File: src/rtl/uart_prog_loader.sv
// Receives an 8N1 UART byte stream, assembles little-endian 32-bit words and writes them to instruction memory.
// Write strobe follows the 4th byte's stop-bit sample by 2 cycles (plus 2 synchroniser cycles); no backpressure on rx_i.
module uart_prog_loader #(
    parameter int          CLKS_PER_BIT = 347,
    parameter int          ADDR_W       = 13,
    parameter logic [31:0] END_WORD     = 32'h0000_0FFF
) (
    input  logic              wb_clk_i,
    input  logic              wb_rst_i,
    input  logic              rx_i,
    output logic              ready_o,
    output logic              mem_we_o,
    output logic [ADDR_W-1:0] mem_addr_o,
    output logic [31:0]       mem_wdata_o,
    output logic              core_rst_o,
    output logic              prog_done_o,
    output logic              frame_err_o,
    output logic              ovf_err_o
);

    localparam int CNT_W = $clog2(CLKS_PER_BIT);
    localparam logic [CNT_W-1:0] BIT_LAST  = CNT_W'(CLKS_PER_BIT - 1);
    localparam logic [CNT_W-1:0] HALF_LAST = CNT_W'(CLKS_PER_BIT / 2 - 1);

    typedef enum logic [2:0] {
        RX_IDLE,
        RX_START,
        RX_DATA,
        RX_STOP,
        RX_CLEANUP
    } rx_state_t;

    typedef enum logic {
        LD_LOAD,
        LD_DONE
    } ld_state_t;

    logic             r_rx_meta;
    logic             r_rxs;
    rx_state_t        r_rx_state;
    rx_state_t        w_rx_next;
    logic [CNT_W-1:0] r_clk_cnt;
    logic [2:0]       r_bit_idx;
    logic [7:0]       r_rx_byte;
    logic             r_byte_vld;
    logic             r_frame_err;
    logic             w_cnt_clr;
    logic             w_cnt_inc;
    logic             w_bit_smp;
    logic             w_stop_smp;

    ld_state_t        r_ld_state;
    ld_state_t        w_ld_next;
    logic [31:0]      r_word;
    logic [1:0]       r_bcnt;
    logic [ADDR_W:0]  r_addr;
    logic             r_ready;
    logic             r_we;
    logic [ADDR_W-1:0] r_maddr;
    logic [31:0]      r_wdata;
    logic             r_core_rst;
    logic             r_done;
    logic             r_ovf;
    logic             w_take;
    logic             w_word_last;
    logic [31:0]      w_word;
    logic             w_is_end;
    logic             w_full;

    // Two-flop synchroniser, idles high like the line itself
    always_ff @(posedge wb_clk_i or posedge wb_rst_i) begin
        if (wb_rst_i) begin
            r_rx_meta <= 1'b1;
            r_rxs     <= 1'b1;
        end else begin
            r_rx_meta <= rx_i;
            r_rxs     <= r_rx_meta;
        end
    end

    always_ff @(posedge wb_clk_i or posedge wb_rst_i) begin
        if (wb_rst_i) r_rx_state <= RX_IDLE;
        else          r_rx_state <= w_rx_next;
    end

    always_comb begin
        w_rx_next  = r_rx_state;
        w_cnt_clr  = 1'b0;
        w_cnt_inc  = 1'b0;
        w_bit_smp  = 1'b0;
        w_stop_smp = 1'b0;
        unique case (r_rx_state)
            RX_IDLE: begin
                w_cnt_clr = 1'b1;
                if (!r_rxs) w_rx_next = RX_START;
            end
            RX_START: begin
                // Re-check the line at mid start bit to reject glitches
                if (r_clk_cnt == HALF_LAST) begin
                    w_cnt_clr = 1'b1;
                    w_rx_next = r_rxs ? RX_IDLE : RX_DATA;
                end else begin
                    w_cnt_inc = 1'b1;
                end
            end
            RX_DATA: begin
                if (r_clk_cnt == BIT_LAST) begin
                    w_cnt_clr = 1'b1;
                    w_bit_smp = 1'b1;
                    if (r_bit_idx == 3'd7) w_rx_next = RX_STOP;
                end else begin
                    w_cnt_inc = 1'b1;
                end
            end
            RX_STOP: begin
                if (r_clk_cnt == BIT_LAST) begin
                    w_cnt_clr  = 1'b1;
                    w_stop_smp = 1'b1;
                    w_rx_next  = RX_CLEANUP;
                end else begin
                    w_cnt_inc = 1'b1;
                end
            end
            RX_CLEANUP: begin
                w_cnt_clr = 1'b1;
                w_rx_next = RX_IDLE;
            end
            default: begin
                w_cnt_clr = 1'b1;
                w_rx_next = RX_IDLE;
            end
        endcase
    end

    always_ff @(posedge wb_clk_i or posedge wb_rst_i) begin
        if (wb_rst_i) begin
            r_clk_cnt   <= '0;
            r_bit_idx   <= '0;
            r_rx_byte   <= '0;
            r_byte_vld  <= 1'b0;
            r_frame_err <= 1'b0;
        end else begin
            if (w_cnt_clr)      r_clk_cnt <= '0;
            else if (w_cnt_inc) r_clk_cnt <= r_clk_cnt + 1'b1;
            if (w_bit_smp) begin
                r_rx_byte[r_bit_idx] <= r_rxs;
                r_bit_idx            <= r_bit_idx + 3'd1;
            end
            r_byte_vld <= w_stop_smp & r_rxs;
            if (w_stop_smp && !r_rxs) r_frame_err <= 1'b1;
        end
    end

    // New bytes enter at the top so the first byte ends up in bits [7:0]
    assign w_take      = r_byte_vld && (r_ld_state == LD_LOAD);
    assign w_word      = {r_rx_byte, r_word[31:8]};
    assign w_word_last = w_take && (r_bcnt == 2'd3);
    assign w_is_end    = (w_word == END_WORD);
    assign w_full      = r_addr[ADDR_W];

    always_ff @(posedge wb_clk_i or posedge wb_rst_i) begin
        if (wb_rst_i) r_ld_state <= LD_LOAD;
        else          r_ld_state <= w_ld_next;
    end

    always_comb begin
        w_ld_next = r_ld_state;
        if (r_ld_state == LD_LOAD && w_word_last && w_is_end) w_ld_next = LD_DONE;
    end

    always_ff @(posedge wb_clk_i or posedge wb_rst_i) begin
        if (wb_rst_i) begin
            r_word     <= '0;
            r_bcnt     <= '0;
            r_addr     <= '0;
            r_ready    <= 1'b0;
            r_we       <= 1'b0;
            r_maddr    <= '0;
            r_wdata    <= '0;
            r_core_rst <= 1'b1;
            r_done     <= 1'b0;
            r_ovf      <= 1'b0;
        end else begin
            r_ready <= 1'b1;
            r_we    <= 1'b0;
            if (w_take) begin
                r_word <= w_word;
                r_bcnt <= r_bcnt + 2'd1;
            end
            if (w_word_last) begin
                if (w_is_end) begin
                    r_done     <= 1'b1;
                    r_core_rst <= 1'b0;
                end else if (!w_full) begin
                    r_we    <= 1'b1;
                    r_wdata <= w_word;
                    r_maddr <= r_addr[ADDR_W-1:0];
                    r_addr  <= r_addr + 1'b1;
                end else begin
                    r_ovf <= 1'b1;
                end
            end
        end
    end

    assign ready_o     = r_ready;
    assign mem_we_o    = r_we;
    assign mem_addr_o  = r_maddr;
    assign mem_wdata_o = r_wdata;
    assign core_rst_o  = r_core_rst;
    assign prog_done_o = r_done;
    assign frame_err_o = r_frame_err;
    assign ovf_err_o   = r_ovf;

endmodule

File: config.mk
export PLATFORM = sky130hd
export DESIGN_NAME = uart_prog_loader
export DESIGN_NICKNAME = d
export VERILOG_FILES = /design/src/rtl/uart_prog_loader.sv
export SDC_FILE = /design/constraint.sdc
export NUM_CORES = 1
export LEC_CHECK = 0
export BUFFER_PORTS_ARGS = -buffer_cell sky130_fd_sc_hd__buf_4
export CORE_MARGIN = 2
export CORE_UTILIZATION = 29
export CTS_CLUSTER_SIZE = 20
export DETAILED_ROUTE_END_ITERATION = 10
export GPL_TIMING_DRIVEN = 0
export SLEW_MARGIN = 0
export SYNTH_ARGS = -nofsm -noshare
export SYNTH_HDL_FRONTEND = slang
export SYNTH_SLANG_ARGS = --single-unit
File: constraint.sdc
create_clock -name wb_clk_i -period 3.9 [get_ports wb_clk_i]
set_input_delay 0.585 -clock wb_clk_i [delete_from_list [all_inputs] [get_ports wb_clk_i]]
set_output_delay 0.585 -clock wb_clk_i [all_outputs]
set_load 0.02 [all_outputs]
======== After elaboration in Yosys (flattened, before gate mapping) ========
Cells that the tools add are included.
storage, ports and cells
  bits in registers ....................... 126
  latch bits .............................. 0
  memory bits (writable) .................. 0
  memory bits (read-only) ................. 0
  output and inout bits ................... 51
  logic and storage cells ................. 82
  memories kept ........................... 0
cells by class
  add/subtract/negate cells ............... 4
  multiply operators ...................... 0
  divide/modulo/power cells ............... 0
  $lt $le $gt $ge ......................... 2
  eq/ne operators ......................... 13
  shift-type cells ........................ 0
  mux-type cells .......................... 24
  bitwise gates (word level) .............. 4
  reductions and logical operators ........ 15
operator list
  operator                                                    number
  equality test 32 x 12 -> 1 bit, second input constant       1
  two-way mux 9 bit                                           2
  two-way mux 3 bit                                           5
  adder 14 x 1 -> 14 bit, second input constant               1
  two-way mux 14 bit                                          1
  case mux 3 bit (4 select lines)                             1
  two-way mux 1 bit                                           10
  inequality test 2 bit, second input constant                5
  adder 9 x 1 -> 9 bit, second input constant                 1
  equality test 9 x 8 -> 1 bit, second input constant         1
  equality test 9 bit, second input constant                  1
  bitwise mux 8 bit                                           1
  equality test 3 x 2 -> 1 bit, second input constant         2
  logical AND 1 bit                                           6
  AND reduction 3 bit                                         2
  AND reduction 5 bit                                         1
  less-than comparator 3 x 4 -> 1 bit, second input constant  1
  case mux 1 bit (2 select lines)                             2
  AND reduction 2 bit                                         2
  adder 3 x 1 -> 3 bit, second input constant                 1
  demux 1 bit (select 3 bit)                                  1
  equality test 3 x 1 -> 1 bit, second input constant         1
  equality test 3 bit, second input constant                  1
  >= comparator 3 x 1 -> 1 bit, second input constant         1
  other kinds (9)                                             11

======== Depth between registers and ports, before layout ========
Gate-level depths: netlist (run 1).
  depth in word-level cells ............... 5
  gate-level depth with buffers ........... 7
  mapped depth without buffers ............ 6

======== Least setup slack after synthesis (run 1) ========
Ideal clock, no wire load.
  path kind ............................... reg2reg
  start ................................... register r_word[23]
  end ..................................... register r_wdata[10], in the netlist mem_wdata_o[10]
  library setup time ...................... 128 ps
  arrival ................................. 1878 ps
  data required time ...................... 3772 ps
  path slack .............................. 1894 ps
  stages on the path, launching flop included .. 7
  buffers on the path ..................... 2
  period minus slack after synthesis ...... 2006 ps
  cell sequence ........................... dfrtp_1 -> nand4bb_1 -> or4_4 -> o21ai_2 -> buf_6 -> buf_6 -> mux2_1
on the way
  longest elaborated chain between the ends .. 3
RTL lines
  item                                  line  text
  start: declaration                    54    logic [31:0] r_word;
  start signal: assignment              187   r_word <= w_word;
  equality test 32 x 12 -> 1 bit        158   assign w_is_end = (w_word == END_WORD);
  NOT 1 bit (no source line)            -
  AND reduction 3 bit (no source line)  -
  end signal: assignment                196   r_wdata <= w_word;
  end: declaration                      60    logic [31:0] r_wdata;
Every way passes these cells.
A chain may end at the register's enable or synchronous reset.

======== Final worst setup path (run 1) ========
  start ................................... register r_word[22]
  end ..................................... register r_wdata[19], in the netlist mem_wdata_o[19]
The elaborated chain is that of the path after synthesis.

==> results of run 1 <==
[Yosys cell counts (6+ instances only)]
cell type,number
sky130_fd_sc_hd__nand2_1,9
sky130_fd_sc_hd__xor2_1,7
sky130_fd_sc_hd__nand4_1,8
sky130_fd_sc_hd__nand3_1,6
sky130_fd_sc_hd__nor2_1,14
sky130_fd_sc_hd__mux2_2,47
sky130_fd_sc_hd__nor3_1,6
sky130_fd_sc_hd__mux2_1,30
sky130_fd_sc_hd__ha_1,7
sky130_fd_sc_hd__dfrtp_1,115
sky130_fd_sc_hd__clkbuf_1,7
sky130_fd_sc_hd__o31ai_1,6
sky130_fd_sc_hd__xnor2_1,14
sky130_fd_sc_hd__inv_1,8
sky130_fd_sc_hd__nor4_1,8
[per-layer routing]
metal / GRT usage / vias up / share of wire / wire length, µm
li1: - / 1420 / - / -
met1: 0.1480 / 1528 / 0.45 / 4419
met2: 0.1850 / 63 / 0.49 / 4737
met3: 0.04300 / 13 / 0.044 / 424
met4: 0.04846 / 0 / 0.013 / 131
met5: 0 / - / 0 / 0
[logic make-up after synthesis]
group,Yosys count
AO/OA/AOI/OAI,34
XOR/XNOR,21
adder cells (fa/ha/maj),7
buffers and inverters,22
flip-flops,118
multiplexers,78
other,1
AND/OR/NAND/NOR,72
[through the flow]
step | power (mW) | util | setup TNS [ns]
global placement | 1.279 | 0.3359 | -122.32
detailed placement | 1.284 | 0.3379 | 0
finish | 2.733 | 0.3713 | 0
CTS | 2.773 | 0.3713 | 0
global route | 2.836 | 0.3713 | 0
floorplan | 1.270 | - | 0
[where the power goes]
part	leakage [nW]	switching [mW]	internal, mW
Clock	0.275	0.500	0.971
Combinational	1.14	0.0257	0.00546
Sequential	1.62	0.00136	1.23
Total	3.03	0.527	2.21
[worst register-to-register path, cell delays in order, from the launching register on]
cell,delay [ns]
sky130_fd_sc_hd__dfrtp_1,0.41
sky130_fd_sc_hd__nand4bb_1,0.23
sky130_fd_sc_hd__or4_4,0.58
sky130_fd_sc_hd__o21ai_2,0.20
sky130_fd_sc_hd__buf_6,0.20
sky130_fd_sc_hd__buf_6,0.18
sky130_fd_sc_hd__mux2_1,0.34
[final timing paths]
check	endpoint	depth (start not counted)	slack (ns)	start
max	mem_wdata_o[19]$_DFFE_PP0P_	6	1.64	r_word[22]$_DFFE_PP0P_
min	r_bit_idx[2]$_DFFE_PP0P_	2	0.12	wb_rst_i
max reg2reg	mem_wdata_o[19]$_DFFE_PP0P_	6	1.64	r_word[22]$_DFFE_PP0P_
min reg2reg	r_rxs$_DFF_PP1_	0	0.35	r_rx_meta$_DFF_PP1_
max in group asynchronous	r_word[26]$_DFFE_PP0P_	3	3.08	wb_rst_i
min in group wb_clk_i	r_rx_meta$_DFF_PP1_	1	0.28	rx_i
[flip-flops by register name, summed over array words and instances (netlist names), 2 cells and up]
register     count
mem_wdata_o     32
r_bit_idx        3
r_bcnt           2
r_addr          14
r_rx_state       3
r_rx_byte        8
r_word          24
r_clk_cnt        9
mem_addr_o      13
[area by class of cell]
cell class | instances | area [µm²] | area share
clock buffer | 23 | 478.0 | 0.07790
tap | 220 | 275.3 | 0.04486
multi-input combinational | 213 | 1808 | 0.2947
inverter | 8 | 35.03 | 0.005710
timing repair buffer | 54 | 425.4 | 0.06933
buffer | 14 | 82.58 | 0.01346
sequential | 118 | 2957 | 0.4819
clock inverter | 5 | 75.07 | 0.01223
[cells in the final DEF (no fill, tap or decap), types with 2 or more instances in the layout]
cell type,instances
sky130_fd_sc_hd__inv_1,7
sky130_fd_sc_hd__nand3b_1,2
sky130_fd_sc_hd__nand4_1,8
sky130_fd_sc_hd__buf_1,2
sky130_fd_sc_hd__clkinv_2,3
sky130_fd_sc_hd__a21o_1,3
sky130_fd_sc_hd__dfstp_2,3
sky130_fd_sc_hd__a31oi_1,2
sky130_fd_sc_hd__clkbuf_16,17
sky130_fd_sc_hd__dfrtp_1,115
sky130_fd_sc_hd__clkbuf_1,10
sky130_fd_sc_hd__o21ai_0,5
sky130_fd_sc_hd__mux2_2,47
sky130_fd_sc_hd__o211ai_1,3
sky130_fd_sc_hd__o31ai_1,6
sky130_fd_sc_hd__bufinv_16,2
sky130_fd_sc_hd__xnor2_1,14
sky130_fd_sc_hd__o21ai_1,5
sky130_fd_sc_hd__clkbuf_8,3
sky130_fd_sc_hd__ha_1,7
sky130_fd_sc_hd__nand2_1,9
sky130_fd_sc_hd__nor4_1,8
sky130_fd_sc_hd__buf_4,55
sky130_fd_sc_hd__o2111ai_1,3
sky130_fd_sc_hd__nor2b_1,2
sky130_fd_sc_hd__nand3_1,6
sky130_fd_sc_hd__nand4bb_1,3
sky130_fd_sc_hd__nor3_1,6
sky130_fd_sc_hd__xor2_1,7
sky130_fd_sc_hd__nor2_1,14
sky130_fd_sc_hd__mux2_1,30
sky130_fd_sc_hd__nand4b_1,2
sky130_fd_sc_hd__buf_6,3
sky130_fd_sc_hd__and2_1,5
sky130_fd_sc_hd__and3_1,2
==> results.toml, run 1 <==
[routing]
drc_violation_count_after_routing = 0
initialDrtViolationCount = 211
wire_per_inst_um = 14.83
firstDrtPassIters = 4
totalWireLength_um = 9714
ant_nets = 0
vias = 3024
via_per_inst = 4.617

[critical_path]
critical_path.startpoint_type = "flip-flop"
critical_path_required_ns = 4.18
cp_slowest_stage_delay_ns = 0.58
cp_data_arrival_time_ns = 2.55
critPathMostFrequentCell = "sky130_fd_sc_hd__buf_6"
crit_chain = "nand4bb_1, or4_4, o21ai_2, buf_6, buf_6, mux2_1"
critPathMaxFanout = 10
cp_slowest_cell = "sky130_fd_sc_hd__or4_4"
setup.worst_path.end_class = "flip-flop"
path_class = "reg2reg"
critPathTopFamily = "simple AND/OR/NAND/NOR gates"
critPathBufInv = 2

[logic_synthesis]
synth-compound-area-share = 0.04823
ys_seq_area_frac = 0.6062
syn_area_um2 = 4877
synth_largest_area_cell = "sky130_fd_sc_hd__dfrtp_1"
synth-seq-cells = 118
syn_avg_cell_area_um2 = 13.82
mappedNetlistNets = 363
synth-adder-area-share = 0.01796
mux_cell_area_share_after_synthesis = 0.1798
ys_dominant_reg_cell = "sky130_fd_sc_hd__dfrtp_1"
synth_simple_gate_area_share = 0.08620
synthDominantCellAreaShare = 0.5900
synth_cell_types = 45
syn-instance-count = 353
synth_edf_count = 0
ys.warnings.count = 0
synth-async-reset-ratio = 1.000
synth.area.top_cells = "sky130_fd_sc_hd__dfrtp_1, sky130_fd_sc_hd__mux2_2, sky130_fd_sc_hd__mux2_1"
area_share_of_xor_xnor_cells_in_the_synthesized_design = 0.03771
combinational_family_with_the_most_area_after_synthesis = "multiplexers"

[clocking]
clk_pin_slew_worst_paths_ns = 0.05
clock_root_buffer_master = "sky130_fd_sc_hd__clkbuf_16"
ctsHoldBuffers = 0
cts_post_setup_buffers_inserted = 0
htreeDepth = 4
post_cts.resized_instances = 0
cts_num_sinks = 118
clkLatencyLatePin_ns = 0.41
tritoncts.num_buffers = 17
clock_tree_from_tritoncts = "yes"
max-clock-path-buffers = 2

[sta]
report.final.setup_viol = 0
final_min_period_over_clock_period = 0.5806
layout_min_cycle_time_ns = 2.264
max_freq_mhz = 441.7
rsz0062_at_grt = "no"
fin_worst_hold_slack_ns = 0.1192
worstMarginPinSlew_ns = 0.6084
maxSlewViolCount = 0
finClkSkew_ns = 0.007722
slew_headroom = 0.5944
post-route-worst-setup-slack_ns = 1.636
number_of_failing_hold_endpoints_at_the_final_stage = 0

[die]
floorplan.rows = 47
start_util = 0.2951
die_h_um = 133.7
coreArea_um2 = 16520
io-pin-count = 54
die_w_um = 133.7
die_area_um2 = 17870

[power]
irDropWorstVdd_v = 0.0003106
cellLeakagePower_nw = 3.034
p_per_area_nw_per_um2 = 445.4

[outcome]
run_status = "finished clean"

[place]
detailedPlacementHpwl_um = 6707
placement.setup.worst_slack_ns = 1.620
dpl.cell_count = 627
routabilityCongestion = 0.7582
dpl-instance-area_um2 = 5583
port-buffer-count = 53

[worst_hold_path]
hold_class = "in2async"

[grt]
grt_pass1_vias = 3168
grt.total_usage = 0.1180
grt_pass1_wl_um = 16460
grt.overflow.total = 0
grt_start_max_net_pins = 97
grt_antenna_before_repair = 0

[finish]
area_delta_synth_final_pct = 25.81
num-nets-final = 436
post-route-cell-area_um2 = 6136
post_route_cells_drive_above_1_share = 0.3195
diodes = 0
final_cells = 655
nFillCells = 1577

[job]
max-cap-violations = 0
Power figures use the tool's default switching activity.
==> run 2: changes to the inputs <==
ABC_AREA = 1   (was unset)
clock period = 1.95 ns   (was 3.9 ns; I/O delays follow)
==> run 2 against run 1 <==
Sequential power is 100% higher. Sequential cell count stayed put. Critical path depth is 3 higher. First-iteration DRC count decreased by 0.47%. Register-to-register slack got worse by 1.4 ns. Sequential share of layout area down 3.7 points. Utilization shrank 0.15 points. Global-route usage increased by 1.7 points. Setup slack got worse by 1.4 ns. Count of clock-buffer cells in the layout stayed put. Combinational power rose by 140%. Clock skew is 0.00056 ns higher. Highest routed layer unchanged.
==> results.toml, run 2 <==
[clocking]
htreeDepth = 4
clock_root_buffer_master = "sky130_fd_sc_hd__clkbuf_16"
clk_pin_slew_worst_paths_ns = 0.05
max-clock-path-buffers = 2
clock_tree_from_tritoncts = "yes"
post_cts.resized_instances = 0
clkLatencyLatePin_ns = 0.41
cts_num_sinks = 118
tritoncts.num_buffers = 17

[sta]
final_min_period_over_clock_period = 0.8870
number_of_failing_hold_endpoints_at_the_final_stage = 0
slew_headroom = 0.6270
worstMarginPinSlew_ns = 0.5583
max_freq_mhz = 578.2
report.final.setup_viol = 0
layout_min_cycle_time_ns = 1.730
finClkSkew_ns = 0.008282
rsz0062_at_grt = "no"
post-route-worst-setup-slack_ns = 0.2204
maxSlewViolCount = 0

[place]
placement.setup.worst_slack_ns = 0.2133
routabilityCongestion = 0.8319
detailedPlacementHpwl_um = 9004
port-buffer-count = 53
dpl.cell_count = 910

[critical_path]
path_class = "reg2reg"
worstReg2RegEnd = "r_addr[2]$_DFFE_PP0P_"
timing.reg2reg.worst_path_depth = 9
critical_path.startpoint_type = "flip-flop"
critPathMostFrequentCell = "sky130_fd_sc_hd__nand2_1"
critPathBufInv = 2
crit_chain = "inv_1, nand2_1, nor2_1, nand2_1, nor2_1, nand2_1, clkbuf_1, nand4_1, nand2_1"
cp_slowest_stage_delay_ns = 0.40
cp_slowest_cell = "sky130_fd_sc_hd__dfrtp_1"
worstReg2RegStart = "r_word[23]$_DFFE_PP0P_"
critPathTopFamily = "simple AND/OR/NAND/NOR gates"
cp_data_arrival_time_ns = 2.03
setup.worst_path.end_class = "flip-flop"
critical_path_required_ns = 2.25
critPathMaxFanout = 10
ff2ff_setup_slack_ns = 0.22

[routing]
initialDrtViolationCount = 210
drc_violation_count_after_routing = 0
wire_per_inst_um = 13.23
vias = 4308
firstDrtPassIters = 5
totalWireLength_um = 12490
via_per_inst = 4.564
ant_nets = 0

[logic_synthesis]
synth-async-reset-ratio = 1.000
ys.warnings.count = 0
synth_edf_count = 0
post-synth-top-count-cell = "sky130_fd_sc_hd__nand2_1"
syn_area_um2 = 5296
mappedNetlistNets = 635
synth_largest_area_cell = "sky130_fd_sc_hd__dfrtp_1"
syn_avg_cell_area_um2 = 8.474
syn-instance-count = 625
synthDominantCellAreaShare = 0.5433
ys_top_cells_by_count = "sky130_fd_sc_hd__nand2_1, sky130_fd_sc_hd__dfrtp_1, sky130_fd_sc_hd__nand4_1, sky130_fd_sc_hd__inv_1, sky130_fd_sc_hd__nor2_1"
synth_cell_types = 31
synth-seq-cells = 118
ys_dominant_reg_cell = "sky130_fd_sc_hd__dfrtp_1"
ys_seq_area_frac = 0.5582
synth.area.top_cells = "sky130_fd_sc_hd__dfrtp_1, sky130_fd_sc_hd__nand2_1, sky130_fd_sc_hd__nand4_1"

[power]
power_switching_mw = 1.134
power_frac_clock = 0.546
pwr-share-comb = 0.013
seqPwrFrac = 0.441
cellLeakagePower_nw = 3.391
switching_share = 0.2033
cellInternalPower_mw = 4.444
irDropWorstVdd_v = 0.0005801
p_per_area_nw_per_um2 = 839.8

[finish]
diodes = 0
area_delta_synth_final_pct = 25.42
layout.cells.most_common_list = "sky130_fd_sc_hd__nand2_1, sky130_fd_sc_hd__dfrtp_1, sky130_fd_sc_hd__nand4_1"
post_route_cells_drive_above_1_share = 0.1469
num-nets-final = 712
most_common_cell_after_layout_fill_and_taps_aside = "sky130_fd_sc_hd__nand2_1"
final_cells = 944
largest_reg_flops = 32

[grt]
grt_antenna_before_repair = 0
grt_pass1_wl_um = 21270
grt_pass1_vias = 4188
grt.total_usage = 0.1353
grt_start_max_net_pins = 36
grt.overflow.total = 0

[worst_hold_path]
hold_class = "reg2reg"
min-delay-start = "r_rx_meta$_DFF_PP1_"
hold-path-cell-count = 0
hold_end = "r_rxs$_DFF_PP1_"

[die]
floorplan.rows = 49
io-pin-count = 54
die_area_um2 = 19360
die_h_um = 139.1
die_w_um = 139.1
start_util = 0.2948
coreArea_um2 = 17960

[outcome]
run_status = "finished clean"

[job]
max-cap-violations = 0
## run 2: changes by cell type after synthesis, moves of 6 or more
cell                       previous run  this run
sky130_fd_sc_hd__nor4_1               8         0
sky130_fd_sc_hd__mux2_2              47         0
sky130_fd_sc_hd__nand2_1              9       228
sky130_fd_sc_hd__buf_2                0         6
sky130_fd_sc_hd__mux2_1              30         0
sky130_fd_sc_hd__nand4_1              8        63
sky130_fd_sc_hd__xnor2_1             14         3
sky130_fd_sc_hd__nor2_1              14        39
sky130_fd_sc_hd__o21ai_0              5        29
sky130_fd_sc_hd__clkbuf_1             7        18
sky130_fd_sc_hd__nand3_1              6        22
sky130_fd_sc_hd__inv_1                8        48
## run 2: kinds of logic (layout without fill, tap and decap cells)
kind of cell / count (synthesis) / count (layout) / share of synthesized area
AOI/OAI and AO/OA: 42 / 42 / 0.04205
DFF: 118 / 118 / 0.5582
buffers and inverters: 82 / 172 / 0.06449
xor gates and xnor gates: 10 / 10 / 0.01654
other: 1 / 1 / 0.0007080
and+or+nand+nor: 365 / 365 / 0.3014
adders and majority gates: 7 / 7 / 0.01654
## run 2: stage by stage
stage	util	total power [mW]	hold slack [ns]	TNS [ns]	instance area, µm²
3_5_place_dp	0.3365	2.576	0.3513	0	6045
4_1_cts	0.3698	5.655	0.3590	0	6643
5_1_grt	0.3698	5.755	0.3638	0	6643
6_report	0.3698	5.579	0.3574	0	6643
3_3_place_gp	0.3331	2.561	0.3465	-71.33	5984
2_1_floorplan	-	2.540	0.2970	0	5300
## run 2: worst max path at each step
stage | startpoint | endpoint | slack [ns] | depth (start not counted)
after floorplan | wb_rst_i | frame_err_o$_DFFE_PP0P_ | 0.22 | 1
after global placement | wb_rst_i | mem_addr_o[12]$_DFFE_PP0P_ | -0.62 | 2
after detailed placement | r_clk_cnt[0]$_DFFE_PP0P_ | r_rx_byte[3]$_DFFE_PP0P_ | 0.21 | 10
after CTS | r_clk_cnt[0]$_DFFE_PP0P_ | r_rx_byte[3]$_DFFE_PP0P_ | 0.21 | 10
after global routing | r_clk_cnt[0]$_DFFE_PP0P_ | r_rx_byte[1]$_DFFE_PP0P_ | 0.008 | 10
final | r_word[23]$_DFFE_PP0P_ | r_addr[2]$_DFFE_PP0P_ | 0.22 | 9
## run 2: power by group through the flow
stage                     registers, mW  clock network, mW  logic (mW)
after floorplan                    2.50                  0      0.0386
after global placement             2.50                  0      0.0610
after detailed placement           2.50                  0      0.0764
after CTS                          2.46               3.12      0.0795
after global routing               2.46               3.21      0.0870
final                              2.46               3.05      0.0744
## run 2: area by class of cell
class	count	area, µm²
plain buffers	31	150.1
clock buffers	23	478.0
multi-input cells	425	1998
flip-flops and latches	118	2957
well taps	229	286.5
repair buffers	58	478.0
clock inverters	9	100.1
inverters	51	195.2
fillers	1847	11320
## run 2: layer usage
metal | share of wire | vias to the layer above | GRT usage | wire [µm]
li1 | - | 2185 | - | -
met1 | 0.47 | 2056 | 0.1791 | 5882
met2 | 0.49 | 62 | 0.2180 | 6069
met3 | 0.038 | 5 | 0.03695 | 474
met4 | 0.0053 | 0 | 0.03987 | 66
met5 | 0 | - | 0 | 0
## run 2: timing repair
action / CTS / global route
hold endpoints to repair: 21 / 0
setup buffers: 0 / 0
hold buffers: 2 / 0
setup endpoints to repair: 0 / 0
## run 2: worst register-to-register path: stages (launching register included)
cell,delay (ns)
sky130_fd_sc_hd__dfrtp_1,0.40
sky130_fd_sc_hd__inv_1,0.08
sky130_fd_sc_hd__nand2_1,0.06
sky130_fd_sc_hd__nor2_1,0.12
sky130_fd_sc_hd__nand2_1,0.08
sky130_fd_sc_hd__nor2_1,0.14
sky130_fd_sc_hd__nand2_1,0.18
sky130_fd_sc_hd__clkbuf_1,0.32
sky130_fd_sc_hd__nand4_1,0.17
sky130_fd_sc_hd__nand2_1,0.06
==> run 3: changes to the inputs <==
PLACE_DENSITY_LB_ADDON = 0.3   (was unset)
==> run 3 against run 2 <==
Non-clock buffer count did not move. Via count fell by 0.74%. Setup slack got worse by 0.0036 ns. Sequential cell count did not move. Sequential power barely moved. Sequential share of layout area fell by 0.18 points. Cell count fell by 0.11%. Design area rose by 0.41%. Critical path depth rose by 1. Fmax fell by 0.21%.
==> results.toml, run 3 (synthesis gave the netlist of run 2 again) <==
[critical_path]
critical_path_required_ns = 2.25
ff2ff_setup_slack_ns = 0.22
critPathMaxFanout = 10
critical_path.startpoint_type = "flip-flop"
cp_slowest_stage_delay_ns = 0.40
cp_slowest_cell = "sky130_fd_sc_hd__dfrtp_1"
critPathMostFrequentCell = "sky130_fd_sc_hd__nand2_1"
path_class = "reg2reg"
cp_data_arrival_time_ns = 2.04
setup.worst_path.end_class = "flip-flop"
crit_chain = "inv_1, nand2_1, nor2_1, nand2_1, nor2_1, nand2_2, buf_2, buf_6, nand4_1, nand2_1"

[finish]
final_cells = 943
post_route_cells_drive_above_1_share = 0.1471
layout.cells.most_common_list = "sky130_fd_sc_hd__nand2_1, sky130_fd_sc_hd__dfrtp_1, sky130_fd_sc_hd__nand4_1"
area_delta_synth_final_pct = 25.94
diodes = 0
most_common_cell_after_layout_fill_and_taps_aside = "sky130_fd_sc_hd__nand2_1"
num-nets-final = 712
finish.utilization = 0.3713
post-route-cell-area_um2 = 6670
largest_reg_flops = 32

[clocking]
clkLatencyLatePin_ns = 0.42
htreeDepth = 4
max-clock-path-buffers = 2
clk_pin_slew_worst_paths_ns = 0.06
clock_root_buffer_master = "sky130_fd_sc_hd__clkbuf_16"
clock_tree_from_tritoncts = "yes"
cts_post_setup_buffers_inserted = 0
cts_num_sinks = 118
tritoncts.num_buffers = 17

[sta]
final_min_period_over_clock_period = 0.8888
finClkSkew_ns = 0.007379
fin_worst_hold_slack_ns = 0.3540
maxSlewViolCount = 0
report.final.setup_viol = 0
post-route-worst-setup-slack_ns = 0.2168
slew_headroom = 0.6282
layout_min_cycle_time_ns = 1.733
max_freq_mhz = 577.0
final.setup.tns_ns = 0
number_of_failing_hold_endpoints_at_the_final_stage = 0
rsz0062_at_grt = "no"
worstMarginPinSlew_ns = 0.5565

[die]
die_w_um = 139.1
die_h_um = 139.1
die_area_um2 = 19360
io-pin-count = 54
coreArea_um2 = 17960
floorplan.rows = 49
start_util = 0.2948

[place]
routabilityCongestion = 0.8145
dpl.cell_count = 910
dpl-instance-area_um2 = 6052
detailedPlacementHpwl_um = 8930
placement.setup.worst_slack_ns = 0.1951
port-buffer-count = 53

[routing]
vias = 4276
totalWireLength_um = 12590
via_per_inst = 4.534
firstDrtPassIters = 4
ant_nets = 0
wire_per_inst_um = 13.35
drc_violation_count_after_routing = 0
initialDrtViolationCount = 276

[grt]
grt_pass1_wl_um = 21600
met1_usage_grt = 0.1801
met2_usage = 0.2243
grt.total_usage = 0.1392
grt_pass1_vias = 4272
grt_antenna_before_repair = 0
grt.overflow.total = 0
grt_most_used_layer = "met2"
grt_start_max_net_pins = 43
use_met3 = 0.04247

[power]
p_per_area_nw_per_um2 = 853.0
cellLeakagePower_nw = 3.406
irDropWorstVdd_v = 0.0005935
fin_total_pwr_mw = 5.690

[worst_hold_path]
hold_class = "reg2reg"

[outcome]
run_status = "finished clean"

[job]
max-cap-violations = 0
## run 3: final timing paths
kind	from	end	cells after the start
setup reg to reg	r_word[23]$_DFFE_PP0P_	mem_wdata_o[5]$_DFFE_PP0P_	10
min in group asynchronous	wb_rst_i	r_word[25]$_DFFE_PP0P_	3
hold reg to reg	r_rx_meta$_DFF_PP1_	r_rxs$_DFF_PP1_	0
max in group asynchronous	wb_rst_i	core_rst_o$_DFFE_PP1P_	4
setup / recovery	r_word[23]$_DFFE_PP0P_	mem_wdata_o[5]$_DFFE_PP0P_	10
hold / removal	r_rx_meta$_DFF_PP1_	r_rxs$_DFF_PP1_	0
## run 3: repair_timing
item / in CTS / in global routing
endpoints found under the setup margin: 0 / 22
hold buffers: 2 / 0
resized for setup: 0 / 3
hold endpoints to repair: 20 / 0
## run 3: report_power, final
part	leakage [nW]	switching, mW	total, mW	internal (mW)
clock network	0.290	1.10	3.16	2.06
logic	1.50	0.0557	0.0767	0.0210
registers	1.62	0.00144	2.46	2.46
## run 3: layout make-up
cell class,count,area (µm²)
timing repair buffer,58,485.5
clock buffer,22,464.2
clock inverter,9,126.4
sequential,118,2957
buffer,31,155.1
fill,1853,11290
multi-input combinational,425,2001
inverter,51,195.2
tap,229,286.5
## run 3: worst max-delay path: cells and delay by family (launching register included)
kind          cells  cell delay, ns
flops             1            0.40
buf+inv           3            0.47
simple gates      7            0.74
## run 3: metal layers
metal,part of all wire,wire length (µm),vias to the layer above
met5,0,0,-
met2,0.47,5882,64
met3,0.039,495,13
li1,-,-,2195
met4,0.013,160,0
met1,0.48,6050,2004
